--- src/rtl/rssb_ctrl.sv ---
// rssb_ctrl: sequencer for the reverse-subtract-and-skip-if-borrow core.
// Fetches an operand address, reads the operand, writes back mem[x] - acc
// and drives the PC/ACC register write strobes.
// Optional feature macro: RSSB_HALT_EN enables the HALT_WORD stop instruction.
module rssb_ctrl #(
    parameter int unsigned      WIDTH     = 8,
    parameter logic [WIDTH-1:0] HALT_WORD = 8'hFF
) (
    input  logic             clk,
    input  logic             rst,
    input  logic             start,
    output logic             busy,
    output logic             halted,
    input  logic [WIDTH-1:0] pc,
    input  logic [WIDTH-1:0] acc,
    output logic             pc_we,
    output logic [WIDTH-1:0] pc_next,
    output logic             acc_we,
    output logic [WIDTH-1:0] acc_next,
    output logic             mem_req,
    output logic             mem_we,
    output logic [WIDTH-1:0] mem_addr,
    output logic [WIDTH-1:0] mem_wdata,
    input  logic [WIDTH-1:0] mem_rdata,
    input  logic             mem_ready
);

    typedef enum logic [2:0] {
        IDLE,
        FETCH,
        READ,
        WRITE,
        UPDATE
`ifdef RSSB_HALT_EN
        , HALT
`endif
    } state_t;

    state_t           state_q, state_d;
    logic             busy_q, busy_d;
    logic             mem_req_q, mem_req_d;
    logic             mem_we_q, mem_we_d;
    logic [WIDTH-1:0] mem_addr_q, mem_addr_d;
    logic [WIDTH-1:0] mem_wdata_q, mem_wdata_d;
    logic             pc_we_q, pc_we_d;
    logic [WIDTH-1:0] pc_next_q, pc_next_d;
    logic             acc_we_q, acc_we_d;
    logic [WIDTH-1:0] acc_next_q, acc_next_d;
    logic [WIDTH:0]   diff_q, diff_d;   // MSB is the borrow
`ifdef RSSB_HALT_EN
    logic             halted_q, halted_d;
`endif

    // Next state and next registered outputs, computed one cycle ahead
    always_comb begin
        state_d     = state_q;
        mem_req_d   = mem_req_q;
        mem_we_d    = mem_we_q;
        mem_addr_d  = mem_addr_q;
        mem_wdata_d = mem_wdata_q;
        pc_we_d     = 1'b0;
        pc_next_d   = pc_next_q;
        acc_we_d    = 1'b0;
        acc_next_d  = acc_next_q;
        diff_d      = diff_q;

        case (state_q)
            IDLE: begin
                if (start) begin
                    state_d    = FETCH;
                    mem_req_d  = 1'b1;
                    mem_we_d   = 1'b0;
                    mem_addr_d = pc;
                end
            end
            FETCH: begin
                if (mem_ready) begin
`ifdef RSSB_HALT_EN
                    if (mem_rdata == HALT_WORD) begin
                        state_d   = HALT;
                        mem_req_d = 1'b0;
                    end else
`endif
                    begin
                        // the operand address x lives in mem_addr until WRITE completes
                        state_d    = READ;
                        mem_addr_d = mem_rdata;
                    end
                end
            end
            READ: begin
                if (mem_ready) begin
                    diff_d      = {1'b0, mem_rdata} - {1'b0, acc};
                    state_d     = WRITE;
                    mem_we_d    = 1'b1;
                    mem_wdata_d = diff_d[WIDTH-1:0];
                end
            end
            WRITE: begin
                if (mem_ready) begin
                    state_d    = UPDATE;
                    mem_req_d  = 1'b0;
                    mem_we_d   = 1'b0;
                    acc_we_d   = 1'b1;
                    acc_next_d = diff_q[WIDTH-1:0];
                    pc_we_d    = 1'b1;
                    pc_next_d  = pc + WIDTH'(1) + WIDTH'(diff_q[WIDTH]);
                end
            end
            UPDATE: begin
                // address is registered on the same edge the PC register loads,
                // so take it from the value being written rather than the old pc
                state_d    = FETCH;
                mem_req_d  = 1'b1;
                mem_we_d   = 1'b0;
                mem_addr_d = pc_next_q;
            end
`ifdef RSSB_HALT_EN
            HALT: begin
                state_d = HALT;
            end
`endif
            default: begin
                state_d = IDLE;
            end
        endcase

        busy_d = (state_d != IDLE);
`ifdef RSSB_HALT_EN
        halted_d = (state_d == HALT);
        busy_d   = busy_d && !halted_d;
`endif
    end

    // State and output registers with synchronous reset
    always_ff @(posedge clk) begin
        if (rst) begin
            state_q     <= IDLE;
            busy_q      <= 1'b0;
            mem_req_q   <= 1'b0;
            mem_we_q    <= 1'b0;
            mem_addr_q  <= '0;
            mem_wdata_q <= '0;
            pc_we_q     <= 1'b0;
            pc_next_q   <= '0;
            acc_we_q    <= 1'b0;
            acc_next_q  <= '0;
            diff_q      <= '0;
`ifdef RSSB_HALT_EN
            halted_q    <= 1'b0;
`endif
        end else begin
            state_q     <= state_d;
            busy_q      <= busy_d;
            mem_req_q   <= mem_req_d;
            mem_we_q    <= mem_we_d;
            mem_addr_q  <= mem_addr_d;
            mem_wdata_q <= mem_wdata_d;
            pc_we_q     <= pc_we_d;
            pc_next_q   <= pc_next_d;
            acc_we_q    <= acc_we_d;
            acc_next_q  <= acc_next_d;
            diff_q      <= diff_d;
`ifdef RSSB_HALT_EN
            halted_q    <= halted_d;
`endif
        end
    end

    assign busy      = busy_q;
    assign mem_req   = mem_req_q;
    assign mem_we    = mem_we_q;
    assign mem_addr  = mem_addr_q;
    assign mem_wdata = mem_wdata_q;
    assign pc_we     = pc_we_q;
    assign pc_next   = pc_next_q;
    assign acc_we    = acc_we_q;
    assign acc_next  = acc_next_q;
`ifdef RSSB_HALT_EN
    assign halted    = halted_q;
`else
    assign halted    = 1'b0;
`endif

endmodule

--- config.mk ---
export PLATFORM = sky130hd
export DESIGN_NAME = rssb_ctrl
export DESIGN_NICKNAME = d
export VERILOG_FILES = /design/src/rtl/rssb_ctrl.sv
export SDC_FILE = /design/constraint.sdc
export NUM_CORES = 1
export LEC_CHECK = 0
export CAP_MARGIN = 20
export CORE_AREA = 2 2 73 75
export CTS_BUF_LIST = sky130_fd_sc_hd__clkbuf_2
export CTS_CLUSTER_SIZE = 10
export DETAILED_ROUTE_END_ITERATION = 6
export DIE_AREA = 0 0 75 77
export PLACE_DENSITY = 0.74
export SYNTH_ARGS = -nofsm -noshare
export SYNTH_HDL_FRONTEND = slang
export SYNTH_SLANG_ARGS = --single-unit
--- constraint.sdc ---
create_clock -name clk -period 3.32 [get_ports clk]
set_clock_uncertainty 0.15 [all_clocks]
set_input_delay 0.332 -clock clk [delete_from_list [all_inputs] [get_ports clk]]
set_output_delay 0.332 -clock clk [all_outputs]
set_load 0.005 [all_outputs]
[Word level (Yosys, flattened, before mapping)]
Index checks and enable logic that the tools add are counted.
Widths: inputs -> output; s select.
Operators by class
  bitwise gates (word level): 1
  add/sub/neg operators: 3
  equality and inequality tests: 8
  mux-type cells: 15
  reduce and logical (&&, ||, !) cells: 11
Operator list (number)
  $pmux 8 s3: 1
  $mux 8: 2
  $pmux 3 s5: 1
  $mux 3: 4
  $reduce_bool 3->1: 3
  $sub 8x8->9: 1
  $add 8x1->8: 1
  $add 8x1->8 const B: 1
  $ne 2x2->1 const B: 4
  $eq 3x2->1 const B: 2
  $reduce_and 3->1: 2
  $mux 1: 5
  $pmux 1 s4: 1
  $reduce_and 2->1: 2
  $reduce_and 4->1: 1
  $reduce_bool 4->1: 1
  $eq 3x1->1 const B: 1
  $eq 3x3->1 const B: 1
  $logic_not 3->1: 1
  $pmux 1 s3: 1
  $reduce_or 2->1: 1
  $not 1->1: 1
Storage, ports and cells
  register bits after elaboration: 48
  bits of input ports: 28
  word-level logic and storage cells: 48
  output and inout bits: 38

[Depth between registers and ports, before layout]
  word-level depth: 3
  depth in mapped cells: 8
  mapped depth without buffers: 8

[Worst setup path after synthesis]
Ideal clock, no wire load.
  path type: input-to-reg
  from: in mem_rdata[0]
  to: reg mem_wdata_q[6], in the netlist mem_wdata[6]
  setup time: 62 ps
  data required time: 3108 ps
  buffers on the path: 0
  path slack: 1261 ps
  cell stages on the path: 8
  arrival time: 1848 ps
  cells stage by stage: inv_1 ha_1 fa_1 and2b_1 o31a_2 o21ai_2 or4_1 nand3_1
On the way
  cells in the longest elaborated chain, start to end: 1
RTL lines
  from (decl): line 24  | input logic [WIDTH-1:0] mem_rdata,
  $sub 8x8->9: line 93  | diff_d = {1'b0, mem_rdata} - {1'b0, acc};
  to (signal assigned): line 158  | mem_wdata_q <= mem_wdata_d;
  to (decl): line 44  | logic [WIDTH-1:0] mem_wdata_q, mem_wdata_d;
Every way passes these cells.
A chain may end at the register's enable or synchronous reset.

[Worst setup path after layout]
Ends and elaborated chain as after synthesis.

==> out/results.tsv <==
metric	value	unit
critical path type	in2reg	
TritonCTS clock tree	yes	
global route overflow	0	
main combinational cell family by area after synthesis	compound AO/OA/AOI/OAI gates	
P per Cell Area	347.2	nW/um^2
Critical Path Fanout Max	3	
Post-Place Cells	364	
Slew headroom	0.4616	
I/O Pins	66	
Simple-Gate Fraction of Synth Area	0.1978	
first-pass GRT wire length	8183	um
antenna cells	0	
post_cts resized	0	
dominant cells by area after synthesis	dfxtp_1 (38%), nand2_1 (6.5%), ha_1 (5.9%), a21oi_1 (5.7%), buf_4 (4.2%)	
clock buffer count from CTS	5	
worst-margin pin slew	807.6	ps
GRT Util Overall	0.1804	
GPL Wtd Cong	0.8377	
HPWL after detailed placement	3623	um
ys flop type	dfxtp_1	
Hold-fix buffers, CTS	0	
part of the cycle the worst path needs	0.6793	
Routed WL	4870	um
most frequent cells in the layout	clkdlybuf4s50_1 (64), dfxtp_1 (40), nand2_1 (37)	
register area	800.8	sq um
Post-CTS Setup Inserts	0	
final setup margin	1065	ps
WL/cell	13.13	um
vias in the first global route	1778	
Cells after Synth	253	
Layout area overhead	28.78	%
Max Cap Viol	0	
multi-input logic area	1120	sq um
number of flops mapped to enable cells by yosys	0	
core area	4977	sq um
LEAKAGE	1.006	nW
Synth Area in Compound Gates	0.2260	
Worst Setup End Kind	register	
Bufs on Longest Clock Path	2	
Max VDD drop	0.0002052	V
commonest non-fill, non-tap cell in the layout	clkdlybuf4s50_1	
yosys synthesis warning count	0	
Min Clock Period, post-route	2255	ps
status	finished clean	
Post-Synth XOR/XNOR Area	0.03296	
standard-cell row count	26	
final hold vios	0	
DRC	0	
DRT Pass-1 Iters	4	
distinct cell type count after synthesis	45	
share of post-route cells with drive strength above 1	0.03987	
routed vias	1863	
register bit total from synthesis	40	
clock root buffer	clkbuf_2	
initial antenna violation count	0	
full die area	5775	sq um
post-synthesis async set-or-reset flop share	0	
syn_area_per_cell	8.402	sq um
initial core utilization	0.4271	
CP max-delay cell	clkdlybuf4s50_1	
Buffers on Ports	64	
Startpoint Class	primary input	
post-synth top area cell	dfxtp_1	
chip height	77	um
Post-Synth Adder-Cell Area	0.06828	
Iteration-0 DRC Markers	135	
Max stage delay on crit path	490	ps
Setup Viol. Count Final	0	
cell area after synthesis	2126	sq um
DP Worst Slack	652.0	ps
crit-path cells	clkdlybuf4s50_1 > inv_1 > ha_1 > fa_1 > and2b_1 > o31a_2 > o21ai_2 > or4_1 > nand3_1	
vias per std cell	5.022	
HP Class	reg2reg	
Final Slew Violations	0	
H-Tree Depth	2	
RSZ-0062 raised after global routing	no	
largest net degree at the start of global routing	44	
Final ANT Viol Nets	0	
Die X	75	um
Finished Layout Cells	371	
multiplexer area fraction after synthesis	0	
Nets	340	
clk slew on worst S/H paths	190	ps
clock sinks	40	
number of fillers in the final layout	465	
clk_lat worst skew	400	ps
Synth top area share	0.3767	
WP data arrival	2470	ps
register area share after synthesis	0.3767	
total power	950.6	uW
Syn Nets	292	
setup tns final	0	ps
worst endpoint required time	3530	ps
f_max	443.4	MHz
==> cells in the mapped netlist (all sizes together), types with 5 or more instances <==
cell type  count
nand2         37
o22a           8
a21oi         26
xor2           5
dfxtp         40
o221ai         8
a211oi        11
nor2          20
buf           21
nor3           6
inv           13
nand3          6
ha            10
==> final timing paths <==
kind,start,endpoint,slack [ps],depth (start not counted)
max,mem_rdata[0],mem_wdata[6],1060,9
min,acc_next[1],acc_next[1],310,2
max reg2reg,state_q[1],pc_next[0],1140,3
min reg2reg,acc_next[1],acc_next[1],310,2
==> state kept, by name, summed over array words and instances, names as in the netlist <==
register,flops
busy,1
state_q,3
mem_req,1
mem_addr,8
mem_we,1
acc_we,1
mem_wdata,7
pc_next,8
acc_next,8
diff_q,2
==> report_power, final <==
| group | internal (mW) | switching, mW | total, mW |
|---|---|---|---|
| Combinational | 0.122 | 0.105 | 0.227 |
| Clock | 0.0434 | 0.157 | 0.200 |
| Sequential | 0.504 | 0.0201 | 0.524 |
==> through the flow <==
stage / area (sq um) / util / hold slack, ps
after floorplan: 2126 / - / 262.1
after detailed placement: 2705 / 0.5435 / 293.8
after CTS: 2738 / 0.5500 / 319.2
after global placement: 2705 / 0.5435 / 291.8
after global routing: 2738 / 0.5500 / 333.4
final: 2738 / 0.5500 / 314.9
==> layout make-up <==
cell class	instances	area share
sequential	40	0.2925
tap	70	0.03199
clock buffer	5	0.009141
clock inverter	2	0.002742
timing repair buffer	65	0.2367
inverter	13	0.01782
multi-input combinational	176	0.4090
==> per-layer routing <==
| layer | global-route usage | up-vias | part of all wire |
|---|---|---|---|
| met5 | 0 | - | 0 |
| met3 | 0.03942 | 7 | 0.052 |
| met2 | 0.3079 | 47 | 0.48 |
| met1 | 0.2143 | 831 | 0.45 |
| li1 | - | 978 | - |
| met4 | 0.06964 | 0 | 0.015 |
==> logic make-up (layout without fill, tap and decap cells) <==
| group | Yosys count | in the layout |
|---|---|---|
| simple gates | 88 | 88 |
| compound gates | 68 | 68 |
| flops | 40 | 40 |
| buf+inv | 37 | 85 |
| fa+ha+maj | 11 | 11 |
| xor+xnor | 8 | 8 |
| other cells | 1 | 1 |
==> critical path, delay by kind of cell <==
kind | cells | cell delay [ps]
compound gates | 2 | 230
fa+ha+maj | 2 | 570
buf+inv | 2 | 540
simple gates | 3 | 790
No activity file was read; power rests on OpenSTA's default activity.
